**config.mk**
```make
export PLATFORM = sky130hd
export DESIGN_NAME = dma_read_arbiter_flat
export DESIGN_NICKNAME = d
export VERILOG_FILES = /design/src/rtl/dma_read_arbiter_pkg.sv /design/src/rtl/dma_read_arbiter_if.sv /design/src/rtl/dma_read_arbiter_rr_pick.sv /design/src/rtl/dma_read_arbiter.sv /design/src/flat_wrapper.sv
export SDC_FILE = /design/constraint.sdc
export NUM_CORES = 1
export LEC_CHECK = 0
export ABC_AREA = 1
export BUFFER_PORTS_ARGS = -buffer_cell sky130_fd_sc_hd__buf_4
export CORE_UTILIZATION = 55
export CTS_CLUSTER_DIAMETER = 40
export CTS_CLUSTER_SIZE = 8
export DETAILED_ROUTE_END_ITERATION = 7
export HOLD_SLACK_MARGIN = 0.1
export PLACE_DENSITY = 0.8
export SYNTH_ARGS = -nofsm -noshare
export SYNTH_HDL_FRONTEND = slang
export SYNTH_HIERARCHICAL = 1
export SYNTH_SLANG_ARGS = --single-unit
```
**constraint.sdc**
```tcl
create_clock -name clk -period 2.9 [get_ports clk]
set_clock_uncertainty 0.15 [all_clocks]
set_input_delay 0.29 -clock clk [delete_from_list [all_inputs] [get_ports clk]]
set_output_delay 0.29 -clock clk [all_outputs]
set_load 0.02 [all_outputs]
```
**src/rtl/dma_read_arbiter_pkg.sv**
```systemverilog
// dma_arb_pkg: shared types for the two-channel DMA read arbiter.
// Used by the arbiter, its pick logic and its bus interface.
// Optional feature macro used elsewhere in this slice: DMA_ARB_STATS_EN.
package dma_arb_pkg;

   localparam int NUM_CH = 2;

   typedef enum logic [1:0] {
      IDLE = 2'd0,
      ADDR = 2'd1,
      DATA = 2'd2
   } arb_state_t;

   // Turns a channel index into its one-hot grant/done vector.
   function automatic logic [NUM_CH-1:0] ch_onehot(input logic sel);
      return sel ? 2'b10 : 2'b01;
   endfunction

endpackage

```
**src/rtl/dma_read_arbiter_if.sv**
```systemverilog
// dma_read_arbiter_if: request/grant handshake between the descriptor engines
// and the arbiter, plus the shared AXI4 AR/R control signals.
// The master modport is the arbiter's view; the slave modport is the
// environment's view (descriptor engines and AXI port).
interface dma_read_arbiter_if
   import dma_arb_pkg::*;
#(
   parameter int LEN_W = 8
);

   logic [NUM_CH-1:0]            ch_req;
   logic [NUM_CH-1:0][LEN_W-1:0] ch_len;
   logic [NUM_CH-1:0]            ch_gnt;
   logic                         mux_sel;
   logic                         ar_valid;
   logic                         ar_ready;
   logic                         r_valid;
   logic                         r_last;
   logic                         r_ready;
   logic [NUM_CH-1:0]            ch_done;
   logic                         len_err;

   modport master (
      input  ch_req, ch_len, ar_ready, r_valid, r_last,
      output ch_gnt, mux_sel, ar_valid, r_ready, ch_done, len_err
   );

   modport slave (
      output ch_req, ch_len, ar_ready, r_valid, r_last,
      input  ch_gnt, mux_sel, ar_valid, r_ready, ch_done, len_err
   );

endinterface

```
**src/rtl/dma_read_arbiter_rr_pick.sv**
```systemverilog
// dma_rr_pick: combinational round-robin choice between the two channels.
// A lone requester always wins; when both request, the channel that did not
// finish the previous burst wins.
module dma_rr_pick (
   input  logic [1:0] req,
   input  logic       last_gnt,
   output logic       winner,
   output logic       any_req
);

   // Winner is ch1 whenever only ch1 asks, and alternates on contention.
   always_comb begin
      any_req = |req;
      winner  = req[1];
      if (req == 2'b11) begin
         winner = ~last_gnt;
      end
   end

endmodule

```
**src/rtl/dma_read_arbiter.sv**
```systemverilog
// dma_read_arbiter: round-robin arbiter giving one of two DMA read channels
// the shared AXI4 read port for a whole burst (AR handshake through RLAST).
// Drives the select of the external ARADDR/ARLEN muxes and checks the beat
// count of every burst against the ARLEN latched at grant.
// Optional build macro DMA_ARB_STATS_EN adds saturating per-channel grant
// counters (ch0_gnt_cnt / ch1_gnt_cnt, CNT_W bits each).
module dma_read_arbiter
   import dma_arb_pkg::*;
#(
   parameter int LEN_W = 8
`ifdef DMA_ARB_STATS_EN
   ,
   parameter int CNT_W = 16
`endif
) (
   input  logic                  clk,
   input  logic                  rst,
   dma_read_arbiter_if.master    bus
`ifdef DMA_ARB_STATS_EN
   ,
   output logic [CNT_W-1:0]      ch0_gnt_cnt,
   output logic [CNT_W-1:0]      ch1_gnt_cnt
`endif
);

   arb_state_t       state;
   logic             last_gnt;
   logic [LEN_W-1:0] lat_len;
   logic [LEN_W:0]   beat_cnt;
   logic [LEN_W:0]   beat_next;
   logic [LEN_W:0]   beat_target;
   logic             winner;
   logic             any_req;
   logic             rbeat;

   dma_rr_pick u_pick (
      .req      (bus.ch_req),
      .last_gnt (last_gnt),
      .winner   (winner),
      .any_req  (any_req)
   );

   // The extra counter bit lets a runaway burst (len+2 beats at max ARLEN) still compare correctly.
   assign rbeat       = bus.r_valid & bus.r_ready;
   assign beat_next   = beat_cnt + (LEN_W+1)'(1);
   assign beat_target = {1'b0, lat_len} + (LEN_W+1)'(1);

   // Burst sequencer: grant in IDLE, hold ARVALID in ADDR, accept beats in DATA until RLAST.
   always_ff @(posedge clk) begin
      if (rst) begin
         state        <= IDLE;
         bus.ch_gnt   <= '0;
         bus.mux_sel  <= 1'b0;
         bus.ar_valid <= 1'b0;
         bus.r_ready  <= 1'b0;
         bus.ch_done  <= '0;
         bus.len_err  <= 1'b0;
         last_gnt     <= 1'b1;
         lat_len      <= '0;
         beat_cnt     <= '0;
      end else begin
         bus.ch_done <= '0;
         unique case (state)
            IDLE: begin
               if (any_req) begin
                  bus.mux_sel  <= winner;
                  bus.ch_gnt   <= ch_onehot(winner);
                  lat_len      <= bus.ch_len[winner];
                  beat_cnt     <= '0;
                  bus.ar_valid <= 1'b1;
                  state        <= ADDR;
               end
            end
            ADDR: begin
               if (bus.ar_valid && bus.ar_ready) begin
                  bus.ar_valid <= 1'b0;
                  bus.r_ready  <= 1'b1;
                  state        <= DATA;
               end
            end
            DATA: begin
               if (rbeat) begin
                  beat_cnt <= beat_next;
                  if (bus.r_last) begin
                     bus.ch_done <= ch_onehot(bus.mux_sel);
                     last_gnt    <= bus.mux_sel;
                     bus.ch_gnt  <= '0;
                     bus.r_ready <= 1'b0;
                     state       <= IDLE;
                     if (beat_next != beat_target) begin
                        bus.len_err <= 1'b1;
                     end
                  end
               end
            end
            default: begin
               state <= IDLE;
            end
         endcase
      end
   end

`ifdef DMA_ARB_STATS_EN
   logic grant_now;

   assign grant_now = (state == IDLE) && any_req;

   // Count grants per channel on the IDLE->ADDR edge, sticking at all-ones.
   always_ff @(posedge clk) begin
      if (rst) begin
         ch0_gnt_cnt <= '0;
         ch1_gnt_cnt <= '0;
      end else if (grant_now) begin
         if (!winner && (ch0_gnt_cnt != '1)) begin
            ch0_gnt_cnt <= ch0_gnt_cnt + CNT_W'(1);
         end
         if (winner && (ch1_gnt_cnt != '1)) begin
            ch1_gnt_cnt <= ch1_gnt_cnt + CNT_W'(1);
         end
      end
   end
`endif

endmodule

```
**src/flat_wrapper.sv**
```systemverilog
// flat-port wrapper written by rule: the top's interface ports become plain ports
module dma_read_arbiter_flat import dma_arb_pkg::*;
#(
   parameter int LEN_W = 8

)
  (clk, rst, bus_ch_req, bus_ch_len, bus_ar_ready, bus_r_valid, bus_r_last, bus_ch_gnt, bus_mux_sel, bus_ar_valid, bus_r_ready, bus_ch_done, bus_len_err);
  dma_read_arbiter_if #(.LEN_W(LEN_W)) bus_i ();
  input  logic clk;
  input  logic rst;
  input wire logic [$bits(bus_i.ch_req)-1:0] bus_ch_req;
  input wire logic [$bits(bus_i.ch_len)-1:0] bus_ch_len;
  input wire logic [$bits(bus_i.ar_ready)-1:0] bus_ar_ready;
  input wire logic [$bits(bus_i.r_valid)-1:0] bus_r_valid;
  input wire logic [$bits(bus_i.r_last)-1:0] bus_r_last;
  output wire logic [$bits(bus_i.ch_gnt)-1:0] bus_ch_gnt;
  output wire logic [$bits(bus_i.mux_sel)-1:0] bus_mux_sel;
  output wire logic [$bits(bus_i.ar_valid)-1:0] bus_ar_valid;
  output wire logic [$bits(bus_i.r_ready)-1:0] bus_r_ready;
  output wire logic [$bits(bus_i.ch_done)-1:0] bus_ch_done;
  output wire logic [$bits(bus_i.len_err)-1:0] bus_len_err;
  assign bus_i.ch_req = bus_ch_req;
  assign bus_i.ch_len = bus_ch_len;
  assign bus_i.ar_ready = bus_ar_ready;
  assign bus_i.r_valid = bus_r_valid;
  assign bus_i.r_last = bus_r_last;
  assign bus_ch_gnt = bus_i.ch_gnt;
  assign bus_mux_sel = bus_i.mux_sel;
  assign bus_ar_valid = bus_i.ar_valid;
  assign bus_r_ready = bus_i.r_ready;
  assign bus_ch_done = bus_i.ch_done;
  assign bus_len_err = bus_i.len_err;
  dma_read_arbiter #(.LEN_W(LEN_W)) u_core (.clk(clk), .rst(rst), .bus(bus_i));
endmodule
```
# [Word level (Yosys, flattened, before mapping)]
# Cells that the tools add are included.
[word_totals] wordCells=63 rom_bits=0 latchBits=0 out_inout_bits=8 in_bits=23 mem_count=0 regBits=28 mem_bits_rw=0
[classes] n_shift=0 bitwise=5 n_div=0 order_cmp=1 n_reduce_logical=15 eq_ne=8 n_addsub=2 n_mul=0 n_mux=22
[ops] op="$mux 9" n=2
[ops] op="$pmux 9 s2" n=1
[ops] op="$mux 8" n=2
[ops] op="$reduce_and 4->1" n=4
[ops] op="$mux 2" n=7
[ops] op="$add 8x1->9 const B" n=1
[ops] op="$add 9x1->9 const B" n=1
[ops] op="$ne 9x9->1" n=1
[ops] op="$reduce_and 3->1" n=3
[ops] op="$mux 1" n=6
[ops] op="$ne 2x1->1 const B" n=3
[ops] op="$pmux 2 s3" n=1
[ops] op="$reduce_bool 2->1" n=3
[ops] op="$eq 2x2->1 const B" n=2
[ops] op="$not 1->1" n=4
[ops] op="$pmux 1 s2" n=2
[ops] op="$pmux 2 s2" n=1
[ops] op="$reduce_or 4->1" n=1
[ops] op="$eq 2x1->1 const B" n=1
[ops] op="$logic_not 2->1" n=1
[ops] op="$lt 1x2->1 const B" n=1
[ops] op="$ne 2x2->1 const B" n=1
[ops] op="$reduce_and 2->1" n=1
[ops] op="$reduce_or 2->1" n=1
[ops] op="2 further kinds" n=2

# [Longest topological paths before layout]
# Gate-level depths: netlist (run 1).
[logic_depth] word_depth=5 mapped_depth=12 depth_no_buf=12

# [Modules after synthesis]
# The synthesis (run 1) kept the hierarchy.
[modules_own_cells] module="dma_read_arbiter" seq_area_each_um2=560.5 cells_each=252 instances=1 area_per_inst_um2=1564.0
[modules_own_cells] module="dma_rr_pick" seq_area_each_um2=0.0 cells_each=3 instances=1 area_per_inst_um2=15.0

# [Worst setup path after synthesis (run 1)]
# No wires, ideal clock.
[synth_path] kind="flip-flop to flip-flop" from="register u_core.beat_cnt[0]" to="register u_core.bus.len_err" setup_slack_ps=1296 path_buffers=0 required_time_ps=2633 stages_incl_launch_ff=11 t_arrival_ps=1337 setup_time_ps=117 period_less_slack_ps=1604 path_cell_list="dfxtp_1 ha_1 nand3_1 xor2_1 inv_1 nand2_1 nand2_1 nor2_1 nand2_1 o21bai_1 nand2_1"
[synth_via] elab_chain_cells=3
[synth_rtl] item="start: declaration" line_no="dma_read_arbiter.sv:29" source="logic [LEN_W:0] beat_cnt;"
[synth_rtl] item="start signal: assignment" line_no="dma_read_arbiter.sv:83" source="beat_cnt <= beat_next;"
[synth_rtl] item="$add 9x1->9" line_no="dma_read_arbiter.sv:45" source="assign beat_next = beat_cnt + (LEN_W+1)'(1);"
[synth_rtl] item="$ne 9x9->1" line_no="dma_read_arbiter.sv:90" source="if (beat_next != beat_target) begin"
[synth_rtl] item="$reduce_and 4->1 (no source line)"
[synth_rtl] item="end signal: assignment" line_no="dma_read_arbiter.sv:57" source="bus.len_err <= 1'b0;"
[synth_rtl] item="end signal: assignment" line_no="dma_read_arbiter.sv:91" source="bus.len_err <= 1'b1;"
[synth_rtl] item="end: declaration" line_no="dma_read_arbiter_if.sv:25" source="output ch_gnt, mux_sel, ar_valid, r_ready, ch_done, len_err"
# No other way between the ends.
# A chain may end at the register's enable or synchronous reset.

# [Worst setup path in the final report (run 1)]
[layout_path] from="register u_core.last_gnt" to="register u_core.lat_len[2]"
[layout_via] elab_chain_cells=4
[layout_rtl] item="start: declaration" line_no="dma_read_arbiter.sv:27" source="logic last_gnt;"
[layout_rtl] item="start signal: assignment" line_no="dma_read_arbiter.sv:86" source="last_gnt <= bus.mux_sel;"
[layout_rtl] item="$not 1->1" line_no="dma_read_arbiter_rr_pick.sv:16" source="winner = ~last_gnt;"
[layout_rtl] item="$mux 1" line_no="dma_read_arbiter_rr_pick.sv:15" source="if (req == 2'b11) begin"
[layout_rtl] item="named net u_core.winner" line_no="dma_read_arbiter.sv:32" source="logic winner;"
[layout_rtl] item="$mux 8 (not written as such) (2 in series)" line_no="dma_read_arbiter.sv:68" source="lat_len <= bus.ch_len[winner];"
[layout_rtl] item="end signal: assignment" line_no="dma_read_arbiter.sv:68"
[layout_rtl] item="end: declaration" line_no="dma_read_arbiter.sv:28" source="logic [LEN_W-1:0] lat_len;"
# The timed path passes the listed nets, and every way through them passes these cells. The select of a mux whose other input is x is not followed.

==> metrics.log, run 1 <==
[metrics] count of max-cap constraint violations: 0
[metrics] area of the core: 2730 um^2
[metrics] Synth area leader: sky130_fd_sc_hd__dfxtp_1
[metrics] worst path required time: 3.04 ns
[metrics] Slowest-stage cell, CP: sky130_fd_sc_hd__dlygate4sd3_1
[metrics] top achievable clock speed: 435 MHz
[metrics] post-detailed-route via-to-cell ratio: 5.15
[metrics] cell row count: 19
[metrics] Synth area leaders: sky130_fd_sc_hd__dfxtp_1 35%, sky130_fd_sc_hd__nand2_1 24%, sky130_fd_sc_hd__inv_1 6.9%, sky130_fd_sc_hd__nor2_1 6.2%, sky130_fd_sc_hd__nand3_1 5.1%
[metrics] top cell type's share of synthesized area: 35.5%
[metrics] synthesized area per cell: 6.19 um^2
[metrics] number of nets in the final layout: 329
[metrics] slew at the pin closest to its max-slew limit: 0.483 ns
[metrics] Max FO, Critical Path: 6
[metrics] sequential-to-total area share from yosys stat: 35.5%
[metrics] CP Capture Type: register
[metrics] total setup violations reported at the end of the flow: 0
[metrics] Main synth FF type: sky130_fd_sc_hd__dfxtp_1
[metrics] Synth top cells by count: 102 x sky130_fd_sc_hd__nand2_1, 29 x sky130_fd_sc_hd__inv_1, 28 x sky130_fd_sc_hd__dfxtp_1, 26 x sky130_fd_sc_hd__nor2_1, 16 x sky130_fd_sc_hd__nand3_1
[metrics] path type of the worst setup path: register to register
[metrics] overall routed net length: 3910 um
[metrics] switching power total: 0.233 mW
[metrics] number of iterations in the first detailed-routing pass: 6
[metrics] CTS tree: done
[metrics] delay of the slowest cell on the worst path: 0.56 ns
[metrics] FFs w/ async S/R, synth: 0%
[metrics] type of the most critical hold path: input port to register
[metrics] vias after detailed routing: 1720
[metrics] Port Buf Inserts: 30
[metrics] number of antenna violations at the first check in global routing: 0
[metrics] internal power of the cells: 0.628 mW
[metrics] detailed-placement wirelength estimate: 2590 um
[metrics] die extent in x: 55.6 um
[metrics] Sw Share: 27.0%
[metrics] unique cell type count in the Yosys netlist: 22
[metrics] ordered list of cells on the worst path: a21oi_1 > inv_1 > nor2_1 > nand2_1 > a31oi_1 > dlygate4sd3_1
[metrics] count of flip-flops with a built-in enable after synthesis: 0
[metrics] Cell Area, Synth: 1580 um^2
[metrics] number of cells produced by synthesis: 255
[metrics] clock network fraction of design power: 30.2%
[metrics] sum of overflow across all layers after global routing: 0
[metrics] number of buffers created by CTS: 3
[metrics] Initial Utilization: 57.8%
[metrics] DRC violation total after the first TritonRoute iteration: 94
[metrics] ratio of cells with drive above 1 in the final layout: 12.9%
[metrics] combinational share of power: 20.5%
[metrics] number of antenna cells inserted: 0
[metrics] deepest level of the CTS H-tree: 1
[metrics] nature of the critical path startpoint: register
[metrics] number of DRC violations after detailed routing: 0
[metrics] remaining antenna violation count after routing: 0
[metrics] IO Count: 31
[metrics] # Post-CTS Setup Buffers: 0
[metrics] Sum Neg Setup Slack: 0 ns
[metrics] Tot GR Track Use: 26.3%
[metrics] GP Congestion: 0.867
[metrics] min cycle time layout: 2.30 ns
[metrics] Synth warnings: 6
[metrics] Die Footprint: 3090 um^2
[metrics] wire length of the first global-routing pass: 6490 um
[metrics] clock edge transition at the registers on the reported setup and hold paths: 0.16 ns
[metrics] static leakage power: 0.952 nW
[metrics] clk root buf: sky130_fd_sc_hd__clkbuf_4
[metrics] power density of the placed cells: 419 nW/um^2
[metrics] final non-filler cell area: 2060 um^2
[metrics] final-layout fill cell count: 213
[metrics] part of the power in registers: 49.3%
[metrics] final worst path period share: 79.3%
[metrics] Max IR drop VDD: 354 uV
[metrics] insertion delay of the later-clocked pin in the worst-skew pair: 0.33 ns
[metrics] pin count of the biggest net entering global routing: 22
[metrics] flip-flop and latch count after synthesis: 28
[metrics] result of the run: finished clean
[metrics] routed length per placed instance: 11.7 um
[metrics] Post-Place Cell Area: 1830 um^2
[metrics] RSZ-0062 raised after global routing: no
[metrics] final number of max-transition violations: 0
[metrics] number of clock sinks: 28
[metrics] Area Growth Syn to Fin: 30.2%
[metrics] largest buffer count on any clock path: 2
[metrics] most frequently used cell type in the post-synthesis netlist: sky130_fd_sc_hd__nand2_1
[metrics] overall die height: 55.6 um
[metrics] via count of the first global-routing pass: 1498
[metrics] normalized max-slew margin: 67.7%
[metrics] arrival time of data at the critical path endpoint: 2.44 ns
[metrics] hold violation total from the final report: 0
[metrics] number of nets produced by synthesis: 280
[area by class of cell]
cell class	instances	area (um^2)	area share, %
multi-input cells	194	892	43.4
flip-flops and latches	28	561	27.3
repair buffers	48	403	19.6
inverters	29	109	5.30
well taps	31	38.8	1.89
clock inverters	1	30.0	1.46
clock buffers	3	22.5	1.10
[through the flow]
step / hold slack, ns / cells / setup slack [ns] / power [mW] / util (%)
after floorplan: 0.286 / 255 / 1.30 / 0.522 / -
after global placement: 0.295 / 313 / 1.05 / 0.574 / 67.0
after detailed placement: 0.308 / 313 / 0.975 / 0.576 / 67.0
after CTS: 0.103 / 334 / 0.716 / 0.855 / 75.2
after global routing: 0.107 / 334 / 0.482 / 0.901 / 75.2
final: 0.110 / 334 / 0.599 / 0.861 / 75.2
[routing by layer]
layer	track usage (%)	vias to the layer above	part of all wire [%]
met1	34.0	766	46
met4	8.21	0	1.2
met2	46.0	43	48
met3	3.02	6	4.2
li1	-	905	-
met5	0	-	0
[placed cells by master (no fill, tap or decap), drive strengths merged, types with 8 or more instances in the layout]
| cell type | count |
|---|---|
| dlygate4sd3 | 17 |
| nand3 | 17 |
| dfxtp | 28 |
| o21ai | 8 |
| a21oi | 14 |
| inv | 29 |
| buf | 31 |
| nand2 | 102 |
| a31oi | 9 |
| nor2 | 29 |
[critical path, delay by kind of cell, from the launching register on]
| kind | cells | cell delay (ns) |
|---|---|---|
| AO/OA/AOI/OAI | 2 | 0.55 |
| AND/OR/NAND/NOR | 2 | 0.47 |
| flip-flops | 1 | 0.35 |
| buffers and inverters | 2 | 0.72 |
[flip-flops by register name (all words and copies together), names as in the netlist]
signal               count
u_core/bus.mux_sel       1
u_core/lat_len           8
u_core/bus.ar_valid      1
u_core/bus.ch_gnt        2
u_core/bus.len_err       1
u_core/last_gnt          1
u_core/bus.r_ready       1
u_core/bus.ch_done       2
u_core/beat_cnt          9
u_core/state             2
[repair_timing]
action / 4_1_cts / 5_1_grt
hold endpoints to repair: 9 / 0
hold buffers: 17 / 0
resized for setup: 0 / 0
[cell families (layout without fill, tap and decap cells)]
family	Yosys count	in the layout	share of synthesized area [%]
simple gates	151	151	39.2
compound gates	37	37	13.5
buf+inv	33	81	8.00
flops	28	28	35.5
xor+xnor	4	4	2.22
fa+ha+maj	2	2	1.58
[power by group through the flow]
stage	combinational [mW]	clock, mW	sequential [mW]
2_1_floorplan	0.0867	0	0.435
3_3_place_gp	0.143	0	0.431
3_5_place_dp	0.144	0	0.432
4_1_cts	0.170	0.261	0.424
5_1_grt	0.194	0.279	0.428
6_report	0.176	0.260	0.425
[final timing paths]
path | start | slack, ns | cells after the start | end
setup / recovery | u_core/last_gnt$_SDFFE_PP1P_ | 0.60 | 6 | u_core/lat_len[2]$_SDFFE_PP0P_
hold / removal | bus_r_last | 0.11 | 3 | u_core/last_gnt$_SDFFE_PP1P_
setup reg to reg | u_core/last_gnt$_SDFFE_PP1P_ | 0.60 | 6 | u_core/lat_len[2]$_SDFFE_PP0P_
hold reg to reg | u_core/bus.mux_sel$_SDFFE_PP0P_ | 0.33 | 1 | u_core/bus.ch_done[0]$_SDFF_PP0_
No activity file was read; power rests on OpenSTA's default activity.
==> run 2: changes to the inputs <==
--- a/config.mk
+++ b/config.mk
@@ -7,12 +7,12 @@
 export LEC_CHECK = 0
 export ABC_AREA = 1
 export BUFFER_PORTS_ARGS = -buffer_cell sky130_fd_sc_hd__buf_4
-export CORE_UTILIZATION = 55
+export CORE_UTILIZATION = 49
 export CTS_CLUSTER_DIAMETER = 40
 export CTS_CLUSTER_SIZE = 8
 export DETAILED_ROUTE_END_ITERATION = 7
 export HOLD_SLACK_MARGIN = 0.1
-export PLACE_DENSITY = 0.8
+export PLACE_DENSITY = 0.75
 export SYNTH_ARGS = -nofsm -noshare
 export SYNTH_HDL_FRONTEND = slang
 export SYNTH_HIERARCHICAL = 1
==> constraint.sdc (replaced) <==
create_clock -name clk -period 2.05 [get_ports clk]
set_clock_uncertainty 0.15 [all_clocks]
set_input_delay 0.205 -clock clk [delete_from_list [all_inputs] [get_ports clk]]
set_output_delay 0.205 -clock clk [all_outputs]
set_load 0.02 [all_outputs]
==> run 2 against run 1 <==
Against the previous run: sequential share of layout area shrank 0.95 points; register-to-register slack lost 0.34 ns; via count grew 1.7%; first-iteration DRC count shrank 1.1%; core utilization shrank 5.4 points; combinational power grew 44%; worst hold slack gained 0.018 ns.
==> metrics.log, run 2 (synthesized netlist as in run 1, its figures left out) <==
[metrics] result of the run: finished clean
[metrics] hold violation total from the final report: 0
[metrics] area of the core: 3050 um^2
[metrics] final-layout fill cell count: 264
[metrics] top achievable clock speed: 548 MHz
[metrics] number of iterations in the first detailed-routing pass: 4
[metrics] slew at the pin closest to its max-slew limit: 0.528 ns
[metrics] delay of the slowest cell on the worst path: 0.55 ns
[metrics] CTS resizes: 0
[metrics] clk root buf: sky130_fd_sc_hd__clkbuf_4
[metrics] commonest non-fill, non-tap cell in the layout: sky130_fd_sc_hd__nand2_1
[metrics] multi-input gate area in the final layout: 892 um^2
[metrics] post-detailed-route via-to-cell ratio: 4.95
[metrics] final number of max-transition violations: 0
[metrics] wire length of the first global-routing pass: 6760 um
[metrics] CP most frequent cell: sky130_fd_sc_hd__dlygate4sd3_1
[metrics] Sum Neg Setup Slack: 0 ns
[metrics] max FFs per register: 9
[metrics] CP bufs+invs: 4
[metrics] number of DRC violations after detailed routing: 0
[metrics] Top reg by flops: u_core/beat_cnt
[metrics] deepest level of the CTS H-tree: 1
[metrics] power density of the placed cells: 579 nW/um^2
[metrics] number of nets in the final layout: 335
[metrics] normalized max-slew margin: 64.7%
[metrics] cell row count: 20
[metrics] sum of overflow across all layers after global routing: 0
[metrics] Area Growth Syn to Fin: 34.9%
[metrics] type of the most critical hold path: input port to register
[metrics] number of clock sinks: 28
[metrics] Initial Utilization: 51.7%
[metrics] Slowest-stage cell, CP: sky130_fd_sc_hd__dlygate4sd3_1
[metrics] insertion delay of the later-clocked pin in the worst-skew pair: 0.34 ns
[metrics] Worst Setup Slack, final: 0.225 ns
[metrics] arrival time of data at the critical path endpoint: 1.98 ns
[metrics] routed length per placed instance: 11.8 um
[metrics] Die Footprint: 3450 um^2
[metrics] vias after detailed routing: 1749
[metrics] Max IR drop VDD: 334 uV
[metrics] total setup violations reported at the end of the flow: 0
[metrics] Max FO, Critical Path: 21
[metrics] number of antenna violations at the first check in global routing: 0
[metrics] flip-flop and latch area: 561 um^2
[metrics] most frequent cells in the layout: 102 x sky130_fd_sc_hd__nand2_1, 32 x sky130_fd_sc_hd__buf_4, 29 x sky130_fd_sc_hd__inv_1
[metrics] number of buffers created by CTS: 3
[metrics] overall die height: 58.8 um
[metrics] nature of the critical path startpoint: input port
[metrics] core utilization of the finished layout: 69.8%
[metrics] CTS tree: done
[metrics] count of max-cap constraint violations: 0
[metrics] Port Buf Inserts: 30
[metrics] top cell family by delay on the critical path: buffers and inverters
[metrics] biggest regs: u_core/beat_cnt x9, u_core/lat_len x8
[metrics] IO Count: 31
[metrics] CP Capture Type: register
[metrics] die extent in x: 58.8 um
[metrics] pin count of the biggest net entering global routing: 22
[metrics] worst hold margin: 0.128 ns
[metrics] ordered list of cells on the worst path: dlygate4sd3_1 > buf_4 > inv_1 > o21ai_0 > a31oi_1 > dlygate4sd3_1
[metrics] worst slack, placed: 0.295 ns
[metrics] path type of the worst setup path: input port to register
[metrics] worst path required time: 2.20 ns
[metrics] overall routed net length: 4180 um
[metrics] detailed-placement wirelength estimate: 2730 um
[metrics] remaining antenna violation count after routing: 0
[metrics] DRC violation total after the first TritonRoute iteration: 93
[metrics] RSZ-0062 raised after global routing: no
[metrics] largest buffer count on any clock path: 2
[metrics] static leakage power: 0.961 nW
[metrics] number of antenna cells inserted: 0
[metrics] min cycle time layout: 1.83 ns
[metrics] ratio of cells with drive above 1 in the final layout: 12.9%
[metrics] clock edge transition at the registers on the reported setup and hold paths: 0.16 ns
[metrics] final worst path period share: 89.0%
[metrics] GP Congestion: 0.873
[metrics] Tot GR Track Use: 25.7%
[metrics] via count of the first global-routing pass: 1549
run 2: worst min-delay path, cell delays in order:
cell	delay, ns
sky130_fd_sc_hd__buf_4	0.08
sky130_fd_sc_hd__nand2_1	0.07
sky130_fd_sc_hd__o21ai_0	0.18
sky130_fd_sc_hd__a21oi_1	0.06
run 2: worst paths after layout:
check	start	end	slack, ns	cells after the start
worst max-delay path	rst	u_core/lat_len[6]$_SDFFE_PP0P_	0.22	6
worst min-delay path	bus_r_valid	u_core/state[1]$_SDFFE_PP0P_	0.13	4
worst max register to register	u_core/last_gnt$_SDFFE_PP1P_	u_core/lat_len[6]$_SDFFE_PP0P_	0.26	5
worst min register to register	u_core/bus.len_err$_SDFFE_PP0P_	u_core/bus.len_err$_SDFFE_PP0P_	0.32	2
run 2: final cells by class:
type	count	share of cell area (%)
inverter	29	5.11
clock buffer	3	1.06
sequential	28	26.3
multi-input combinational	194	41.9
timing repair buffer	54	21.6
tap	44	2.59
clock inverter	1	1.41
run 2: power by group:
group | total, mW | switching [mW] | internal (mW)
Sequential | 0.601 | 0.0284 | 0.573
Clock | 0.377 | 0.179 | 0.198
Combinational | 0.254 | 0.133 | 0.121
Total | 1.23 | 0.340 | 0.892
run 2: routing by layer:
layer | track usage [%] | part of all wire (%) | up-vias
li1 | - | - | 919
met1 | 31.2 | 45 | 774
met2 | 45.8 | 49 | 49
met3 | 3.74 | 4.4 | 7
met4 | 9.18 | 1.5 | 0
met5 | 0 | 0 | -
run 2: per-stage QoR:
| stage | power [mW] | instances | area [um^2] |
|---|---|---|---|
| final | 1.23 | 353 | 2130 |
| after global routing | 1.28 | 353 | 2130 |
| after CTS | 1.23 | 353 | 2130 |
| after detailed placement | 0.822 | 327 | 1860 |
| after floorplan | 0.738 | 255 | 1580 |
| after global placement | 0.819 | 327 | 1860 |
run 2: timing repair:
action	in CTS	in global routing
setup buffers	0	0
hold buffers	22	0
hold endpoints to repair	26	0
==> run 3: changes to the inputs <==
--- a/config.mk
+++ b/config.mk
@@ -7,12 +7,15 @@
 export LEC_CHECK = 0
 export ABC_AREA = 1
 export BUFFER_PORTS_ARGS = -buffer_cell sky130_fd_sc_hd__buf_4
-export CORE_UTILIZATION = 49
+export CELL_PAD_IN_SITES_DETAIL_PLACEMENT = 2
+export CELL_PAD_IN_SITES_GLOBAL_PLACEMENT = 2
+export CORE_UTILIZATION = 25
+export CTS_BUF_LIST = sky130_fd_sc_hd__clkbuf_16
 export CTS_CLUSTER_DIAMETER = 40
 export CTS_CLUSTER_SIZE = 8
 export DETAILED_ROUTE_END_ITERATION = 7
 export HOLD_SLACK_MARGIN = 0.1
-export PLACE_DENSITY = 0.75
+export PLACE_DENSITY_LB_ADDON = 0.1
 export SYNTH_ARGS = -nofsm -noshare
 export SYNTH_HDL_FRONTEND = slang
 export SYNTH_HIERARCHICAL = 1
==> run 3 against run 2 <==
Against the previous run: final area rose by 3.0%; first-iteration DRC count fell by 78%; worst hold slack got worse by 0.027 ns; sequential share of layout area fell by 0.77 points; via count rose by 0.51%; global-route usage fell by 8.7 points; die area rose by 92%; final cell count rose by 8.2%; non-clock buffer count fell by 2; sequential power barely moved; combinational power rose by 3%; total power rose by 18%; largest power group is now the clock network.
==> metrics.log, run 3 (synthesized netlist as in run 1, its figures left out) <==
[metrics] delay of the slowest cell on the worst path: 0.40 ns
[metrics] RSZ-0062 raised after global routing: no
[metrics] ratio of cells with drive above 1 in the final layout: 14.0%
[metrics] number of cells after detailed placement: 361
[metrics] total setup violations reported at the end of the flow: 0
[metrics] nature of the critical path startpoint: register
[metrics] hold path cells: 3
[metrics] Top reg by flops: u_core/beat_cnt
[metrics] slew at the pin closest to its max-slew limit: 0.503 ns
[metrics] core utilization of the finished layout: 36.6%
[metrics] ordered list of cells on the worst path: ha_1 > nand3_1 > xor2_1 > inv_1 > nand2_1 > nand2_1 > nor2_1 > nand2_1 > o21bai_1 > nand2_1
[metrics] IO Count: 31
[metrics] Hold Crit Start: bus_r_last
[metrics] Post-Place Cell Area: 1920 um^2
[metrics] post-detailed-route via-to-cell ratio: 4.60
[metrics] final number of max-transition violations: 0
[metrics] Reg2Reg Setup Slack: 0.23 ns
[metrics] number of clock sinks: 28
[metrics] normalized max-slew margin: 66.3%
[metrics] commonest non-fill, non-tap cell in the layout: sky130_fd_sc_hd__nand2_1
[metrics] vias after detailed routing: 1758
[metrics] arrival time of data at the critical path endpoint: 1.84 ns
[metrics] worst hold margin: 0.101 ns
[metrics] clock edge transition at the registers on the reported setup and hold paths: 0.08 ns
[metrics] Worst Setup Slack, final: 0.233 ns
[metrics] Tot GR Track Use: 17.0%
[metrics] number of buffers created by CTS: 3
[metrics] number of nets in the final layout: 333
[metrics] max FFs per register: 9
[metrics] detailed-placement wirelength estimate: 3900 um
[metrics] # Post-CTS Setup Buffers: 0
[metrics] pin count of the biggest net entering global routing: 22
[metrics] GP Congestion: 0.696
[metrics] origin of the worst setup path: u_core/beat_cnt[0]$_SDFFE_PP0P_
[metrics] wire length of the first global-routing pass: 8510 um
[metrics] Die Footprint: 6640 um^2
[metrics] Slowest-stage cell, CP: sky130_fd_sc_hd__dfxtp_1
[metrics] final non-filler cell area: 2190 um^2
[metrics] DRC violation total after the first TritonRoute iteration: 20
[metrics] deepest level of the CTS H-tree: 1
[metrics] hold violation total from the final report: 0
[metrics] number of antenna cells inserted: 0
[metrics] CP most frequent cell: sky130_fd_sc_hd__nand2_1
[metrics] hold endpoint: u_core/last_gnt$_SDFFE_PP1P_
[metrics] Reg2Reg Launch Point: u_core/beat_cnt[0]$_SDFFE_PP0P_
[metrics] cell count of the worst reg-to-reg path: 10
[metrics] final-layout fill cell count: 723
[metrics] path type of the worst setup path: register to register
[metrics] reg2reg end: u_core/bus.len_err$_SDFFE_PP0P_
[metrics] overall die height: 81.5 um
[metrics] sum of overflow across all layers after global routing: 0
[metrics] number of iterations in the first detailed-routing pass: 4
[metrics] min cycle time layout: 1.82 ns
[metrics] count of max-cap constraint violations: 0
[metrics] power density of the placed cells: 666 nW/um^2
[metrics] static leakage power: 0.985 nW
[metrics] remaining antenna violation count after routing: 0
[metrics] Area Growth Syn to Fin: 38.9%
[metrics] type of the most critical hold path: input port to register
[metrics] result of the run: finished clean
[metrics] hold bufs inserted after CTS: 17
[metrics] routed length per placed instance: 13.5 um
[metrics] final worst path period share: 88.6%
[metrics] top achievable clock speed: 550 MHz
[metrics] Max IR drop VDD: 320 uV
[metrics] number of antenna violations at the first check in global routing: 0
[metrics] insertion delay of the later-clocked pin in the worst-skew pair: 0.27 ns
[metrics] cell row count: 28
[metrics] CTS resizes: 0
[metrics] most frequent cells in the layout: 102 x sky130_fd_sc_hd__nand2_1, 35 x sky130_fd_sc_hd__buf_4, 29 x sky130_fd_sc_hd__inv_1
[metrics] clk root buf: sky130_fd_sc_hd__clkbuf_16
[metrics] CP Capture Type: register
[metrics] via count of the first global-routing pass: 1836
[metrics] Port Buf Inserts: 30
[metrics] CTS tree: done
[metrics] final non-filler cell total: 382
[metrics] worst path required time: 2.07 ns
[metrics] Initial Utilization: 26.4%
[metrics] number of DRC violations after detailed routing: 0
[metrics] total chip power: 1.46 mW
[metrics] largest buffer count on any clock path: 2
[metrics] Max FO, Critical Path: 5
[metrics] die extent in x: 81.5 um
[metrics] worst slack, placed: 0.215 ns
[metrics] biggest regs: u_core/beat_cnt x9, u_core/lat_len x8
[metrics] area of the core: 5990 um^2
[metrics] overall routed net length: 5160 um
[metrics] Sum Neg Setup Slack: 0 ns
## run 3: final cells by class
cell class	count	area, um^2	area share [%]
Tap cell	75	93.8	4.28
Multi-Input combinational cell	194	892	40.7
Sequential cell	28	561	25.6
Clock buffer	3	75.1	3.42
Clock inverter	1	30.0	1.37
Timing Repair Buffer	52	433	19.7
Inverter	29	109	4.96
## run 3: layer usage
metal / up-vias / global-route usage (%) / share of wire, % / wire length, um
li1: 911 / - / - / -
met1: 818 / 20.8 / 47 / 2450
met2: 24 / 31.2 / 50 / 2560
met3: 5 / 2.00 / 1.8 / 95
met4: 0 / 4.29 / 0.93 / 48
met5: - / 0 / 0 / 0
## run 3: where the power goes
| group | total [mW] | switching [mW] | internal (mW) |
|---|---|---|---|
| sequential | 0.598 | 0.0266 | 0.572 |
| clock | 0.601 | 0.212 | 0.390 |
| combinational | 0.261 | 0.136 | 0.125 |
| total | 1.46 | 0.374 | 1.09 |
## run 3: how the worst max path moves through the flow
stage,end,slack (ns),cells after the start
floorplan,u_core/bus.len_err$_SDFFE_PP0P_,0.45,10
global placement,u_core/bus.len_err$_SDFFE_PP0P_,0.27,10
detailed placement,u_core/bus.len_err$_SDFFE_PP0P_,0.21,10
CTS,u_core/bus.len_err$_SDFFE_PP0P_,0.21,10
global route,u_core/bus.len_err$_SDFFE_PP0P_,0.01,10
finish,u_core/bus.len_err$_SDFFE_PP0P_,0.23,10
## run 3: worst max-delay path, delay by kind of cell, from the launching register on
family | cells | cell delay (ns)
xor+xnor | 1 | 0.23
buf+inv | 1 | 0.08
flops | 1 | 0.40
compound gates | 1 | 0.11
simple gates | 6 | 0.52
fa+ha+maj | 1 | 0.22
